## src/rtl/store_align_unit_pkg.sv

```systemverilog
// Shared types for the store-path aligner:
// size encodings and beat FSM states.
package store_align_unit_pkg;

  localparam logic [1:0] SZ_B = 2'd0;
  localparam logic [1:0] SZ_H = 2'd1;
  localparam logic [1:0] SZ_W = 2'd2;
  localparam logic [1:0] SZ_D = 2'd3;

  typedef enum logic [1:0] {
    ST_IDLE,
    ST_BEAT1,
    ST_BEAT2
  } st_e;

endpackage

```

## src/rtl/store_align_unit_lane_rotate_mask.sv

```systemverilog
// Lane placement for stores: rotated data, double-width
// byte mask, word-crossing and bad-size flags.
module lane_rotate_mask
  import store_align_unit_pkg::*;
#(
  parameter int DATA_W = 32,
  parameter int BYTES  = DATA_W / 8,
  parameter int OFF_W  = $clog2(BYTES)
) (
  input  logic [OFF_W-1:0]   off,
  input  logic [1:0]         size,
  input  logic [DATA_W-1:0]  data,
  output logic [DATA_W-1:0]  rot_data,
  output logic [2*BYTES-1:0] mask,
  output logic               split,
  output logic               size_err
);

  logic [2*DATA_W-1:0] dbl;
  logic [2*BYTES-1:0]  ones;
  logic [3:0]          n;

  assign n = 4'd1 << size;

  // upper half of the shifted pair is the left rotation
  assign dbl      = {data, data} << {off, 3'b000};
  assign rot_data = dbl[2*DATA_W-1:DATA_W];

  assign ones = ~({(2*BYTES){1'b1}} << n);
  assign mask = ones << off;

  assign size_err = int'(n) > BYTES;
  assign split    = !size_err && (int'(off) + int'(n) > BYTES);

endmodule

```

## src/rtl/store_align_unit.sv

```systemverilog
// Store aligner: places register data on memory byte lanes,
// splitting or rejecting word-crossing stores.
module store_align_unit
  import store_align_unit_pkg::*;
#(
  parameter int DATA_W           = 32,
  parameter int ADDR_W           = 32,
  parameter int ALLOW_MISALIGNED = 1
) (
  input  logic              clk,
  input  logic              rst_n,
  input  logic              req_valid,
  output logic              req_ready,
  input  logic [ADDR_W-1:0] req_addr,
  input  logic [1:0]        req_size,
  input  logic [DATA_W-1:0] req_data,
  output logic              mem_valid,
  input  logic              mem_ready,
  output logic [ADDR_W-1:0] mem_addr,
  output logic [DATA_W-1:0] mem_data,
  output logic [DATA_W/8-1:0] mem_we,
  output logic              err
);

  localparam int BYTES = DATA_W / 8;
  localparam int OFF_W = $clog2(BYTES);

  st_e                state;
  logic               split_q;
  logic [BYTES-1:0]   hi_we;
  logic [DATA_W-1:0]  rot_data;
  logic [2*BYTES-1:0] mask;
  logic               split;
  logic               size_err;
  logic               last_held;
  logic               accept;
  logic               reject;
  logic               allow;
  logic [ADDR_W-1:0]  base;

  lane_rotate_mask #(
    .DATA_W (DATA_W)
  ) u_lrm (
    .off      (req_addr[OFF_W-1:0]),
    .size     (req_size),
    .data     (req_data),
    .rot_data (rot_data),
    .mask     (mask),
    .split    (split),
    .size_err (size_err)
  );

  assign allow = (ALLOW_MISALIGNED != 0);
  assign base  = {req_addr[ADDR_W-1:OFF_W], {OFF_W{1'b0}}};

  assign last_held = (state == ST_BEAT2) ||
                     (state == ST_BEAT1 && !split_q);
  assign req_ready = (state == ST_IDLE) ||
                     (mem_ready && last_held);
  assign accept    = req_valid && req_ready;
  assign reject    = size_err || (split && !allow);

  always_ff @(posedge clk or negedge rst_n) begin
    if (!rst_n) begin
      state     <= ST_IDLE;
      split_q   <= 1'b0;
      hi_we     <= '0;
      mem_valid <= 1'b0;
      mem_addr  <= '0;
      mem_data  <= '0;
      mem_we    <= '0;
      err       <= 1'b0;
    end else begin
      err <= 1'b0;
      if (accept) begin
        unique case (1'b1)
          reject: begin
            err       <= 1'b1;
            mem_valid <= 1'b0;
            state     <= ST_IDLE;
          end
          default: begin
            mem_valid <= 1'b1;
            mem_addr  <= base;
            mem_data  <= rot_data;
            mem_we    <= mask[BYTES-1:0];
            hi_we     <= mask[2*BYTES-1:BYTES];
            split_q   <= split;
            state     <= ST_BEAT1;
          end
        endcase
      end else if (mem_valid && mem_ready) begin
        if (state == ST_BEAT1 && split_q) begin
          mem_addr <= mem_addr + ADDR_W'(BYTES);
          mem_we   <= hi_we;
          state    <= ST_BEAT2;
        end else begin
          mem_valid <= 1'b0;
          state     <= ST_IDLE;
        end
      end
    end
  end

endmodule
```

## config.mk

```make
export PLATFORM = sky130hd
export DESIGN_NAME = store_align_unit
export DESIGN_NICKNAME = d
export VERILOG_FILES = /design/src/rtl/store_align_unit_pkg.sv /design/src/rtl/store_align_unit_lane_rotate_mask.sv /design/src/rtl/store_align_unit.sv
export SDC_FILE = /design/constraint.sdc
export NUM_CORES = 1
export LEC_CHECK = 0
export BUFFER_PORTS_ARGS = -buffer_cell sky130_fd_sc_hd__buf_2
export CAP_MARGIN = 20
export CORE_MARGIN = 1
export CORE_UTILIZATION = 57
export CTS_CLUSTER_DIAMETER = 100
export DETAILED_ROUTE_END_ITERATION = 6
export GPL_ROUTABILITY_DRIVEN = 1
export PLACE_DENSITY = 0.87
export SLEW_MARGIN = 30
export SYNTH_ARGS = -nofsm -noshare
export SYNTH_HDL_FRONTEND = slang
export SYNTH_HIERARCHICAL = 1
export SYNTH_SLANG_ARGS = --single-unit
```

## constraint.sdc

```tcl
create_clock -name clk -period 3.3 [get_ports clk]
set_clock_uncertainty 0.1 [all_clocks]
set_input_delay 0.495 -clock clk [delete_from_list [all_inputs] [get_ports clk]]
set_output_delay 0.495 -clock clk [all_outputs]
set_load 0.005 [all_outputs]
```

==> out/metrics.cfg <==
[final_layout]
fin_nets=724
drive_gt1_frac=0.321
syn_to_final_growth_pct=18.9
insertedDiodeCount=0
fin_area_mm2=0.00571

[floorplan]
core-area_mm2=0.00818
rows=33
die_h_um=93.8
die_area_mm2=0.00880
start_util=0.587
die_w_um=93.8
ios=141

[pwr]
finalPower_mw=4.49
p_seq_frac=0.394
peakVddDrop_uv=430
leakagePower_nw=2.69
intPower_mw=2.57
power_density_mw_per_mm2=787
p_switching_mw=1.92
power_frac_comb=0.438
clkPwrFrac=0.168
p_sw_frac=0.428

[drt]
drt-initial-drc-count=263
wl_per_cell_um=16.8
drc=0
routed_wl_mm=12.7
dr.pass1.iters=4
num_vias=4702
vias_per_cell=6.19
ant_nets=0

[yosys]
synthArstFlopShare=1.00
yosysWarnings=6
synth_edf_count=0
ys_seq_elements=75
syn_inst=528
ys_seq_area_frac=0.391
avgSynthCellArea_um2=9.09
ys_types=60
syn_area_mm2=0.00480
ys.flop_type=dfrtp_1

[clock_network]
h-tree-depth=3
cts_made_buffers=9
clock_latency_ns=0.36
cts_hold_buf=0
cts_tree=yes
cts_setup_buffers=0
numClockSinks=75
root_buffer=clkbuf_8
cts_resized=0
clk_pin_slew_ns=0.09
clockBufferDepth=2

[critical_path]
slowest_delay_ns=0.55
cp_cell_sequence=nand2b_1 -> o31ai_2 -> a21oi_1 -> buf_4 -> or4_1 -> o211ai_2
crit_type=flip-flop to flip-flop
critPathLaunchType=flip-flop
rr_endpoint=mem_addr[29]
critPathMaxFanout=21
ff2ff_setup_slack_ns=0.95
cp_top_family=simple AND/OR/NAND/NOR gates
worstPathArrival_ns=2.54
r2r_start=state[1]
startpoint=state[1]
end_kind=flip-flop
crit_required_ns=3.49
reg2regPathDepth=6
worst-path-buf-inv=1
crit_slowest_cell=or4_1

[global_route]
first_global_vias=4354
antenna_found_initial=0
grt.total_usage=0.298
grt_max_degree=76
grt_pass1_wl_mm=20.4
grt_overflow=0

[sta]
slew_violations=0
period_minus_slack_ns=2.35
finalSetupTns_ns=0
period_share=0.711
fmax_mhz=426
rsz0062_at_grt=no
finalSetupViolations=0
worstMarginPinSlew_ns=0.689
hold_violations=0
relSlewSlack=0.540

[placed_design]
gp_congestion=0.893
port_buffers=138
dp_hpwl_mm=8.90
placed_area_mm2=0.00550

[min_path]
hp-class=input pin to asynchronous set/reset pin

[run_status]
outcome=finished, final reports clean

[run]
maxCapViolations=0

==> cells in the final DEF, fill, tap and decap left out, drive strengths merged, types with 3 or more instances in the layout <==
master and instances:
nand4 13, nor4 4, o31a 3, and3 4, a21oi 36, buf 148
nand2 159, clkbuf 11, and2 5, nand2b 6, a31oi 8, mux4 32
nor2 22, nand3 16, dfrtp 75, ha 3, nor2b 3, o211ai 6
o21ai 27, a2bb2oi 3, o21a 3, inv 14, and4 3, nor3 6
o22ai 12
==> layout make-up <==
type	count	area, um^2
clock buffer	11	141
sequential	75	1880
multi-input combinational	404	2670
inverter	12	45.0
timing repair buffer	148	785
tap	105	131
fill	640	2470
clock inverter	5	60.1
==> registers in the layout, indices dropped and copies added, names as in the netlist <==
name       count
split_q        1
err            1
mem_valid      1
hi_we          4
mem_addr      30
mem_we         4
mem_data      32
state          2
==> per-layer routing <==
metal,vias up,GRT usage,share of wire
met5,-,0,0
met1,2225,0.382,0.40
met2,288,0.481,0.47
li1,2148,-,-
met3,41,0.0655,0.094
met4,0,0.144,0.033
==> stage by stage <==
step | setup WS, ns | utilization | std cells | hold slack [ns]
after detailed placement | 0.844 | 0.673 | 744 | 0.357
after CTS | 0.931 | 0.698 | 760 | 0.218
after floorplan | 1.16 | - | 529 | 0.0994
after global placement | 0.937 | 0.673 | 744 | 0.355
final | 0.954 | 0.698 | 760 | 0.0344
after global routing | 0.811 | 0.698 | 760 | 0.0893
==> cell usage after synthesis, types with 3 or more instances <==
cell       count  area (um^2)
a31oi_1        8         50.1
and2_1         5         31.3
o211ai_1       5         37.5
buf_6          5         56.3
nor3_1         5         25.0
nand2b_1       6         37.5
buf_1          3         11.3
nand2_1      159          597
buf_2          9         45.0
nor2_1        22         82.6
nand4_1       13         81.3
nand3_1       15         75.1
nor2b_1        3         18.8
a21oi_1       36          180
nor4_1         3         18.8
o21ai_0       25          125
o22ai_1       12         75.1
mux4_2        32          721
clkbuf_1      13         48.8
dfrtp_1       75         1880
and3_1         3         18.8
inv_1         12         45.0
o21a_1         3         22.5
a2bb2oi_1      3         26.3
and4_1         3         26.3
buf_4          8         60.1
ha_1           3         37.5
==> how the worst max path moves through the flow <==
stage	to	slack, ns	depth (start not counted)
floorplan	split_q	1.16	10
global placement	mem_addr[29]	0.94	7
detailed placement	mem_addr[29]	0.84	7
CTS	mem_addr[29]	0.93	6
global route	mem_addr[29]	0.81	6
finish	mem_addr[29]	0.95	6
==> logic make-up (layout without fill, tap and decap cells) <==
kind of cell	count (synthesis)	after routing	share of synthesized area
AO/OA/AOI/OAI	116	116	0.153
other	1	2	0.000781
flip-flops	75	75	0.391
multiplexers	34	34	0.154
buffers and inverters	50	176	0.0555
adder cells (fa/ha/maj)	4	4	0.0120
AND/OR/NAND/NOR	248	248	0.234
==> power groups by stage <==
stage,registers [mW],clock network [mW],logic [mW]
after global placement,1.75,0,1.88
after global routing,1.84,0.793,2.17
after detailed placement,1.77,0,1.95
final,1.77,0.755,1.97
after floorplan,1.73,0,1.17
after CTS,1.76,0.757,1.97
==> worst register-to-register path, delay by kind of cell (launching register included) <==
family	cells	cell delay, ns
simple gates	2	0.77
flops	1	0.44
compound gates	3	0.75
buf+inv	1	0.23
No activity file was read; power rests on OpenSTA's default activity.
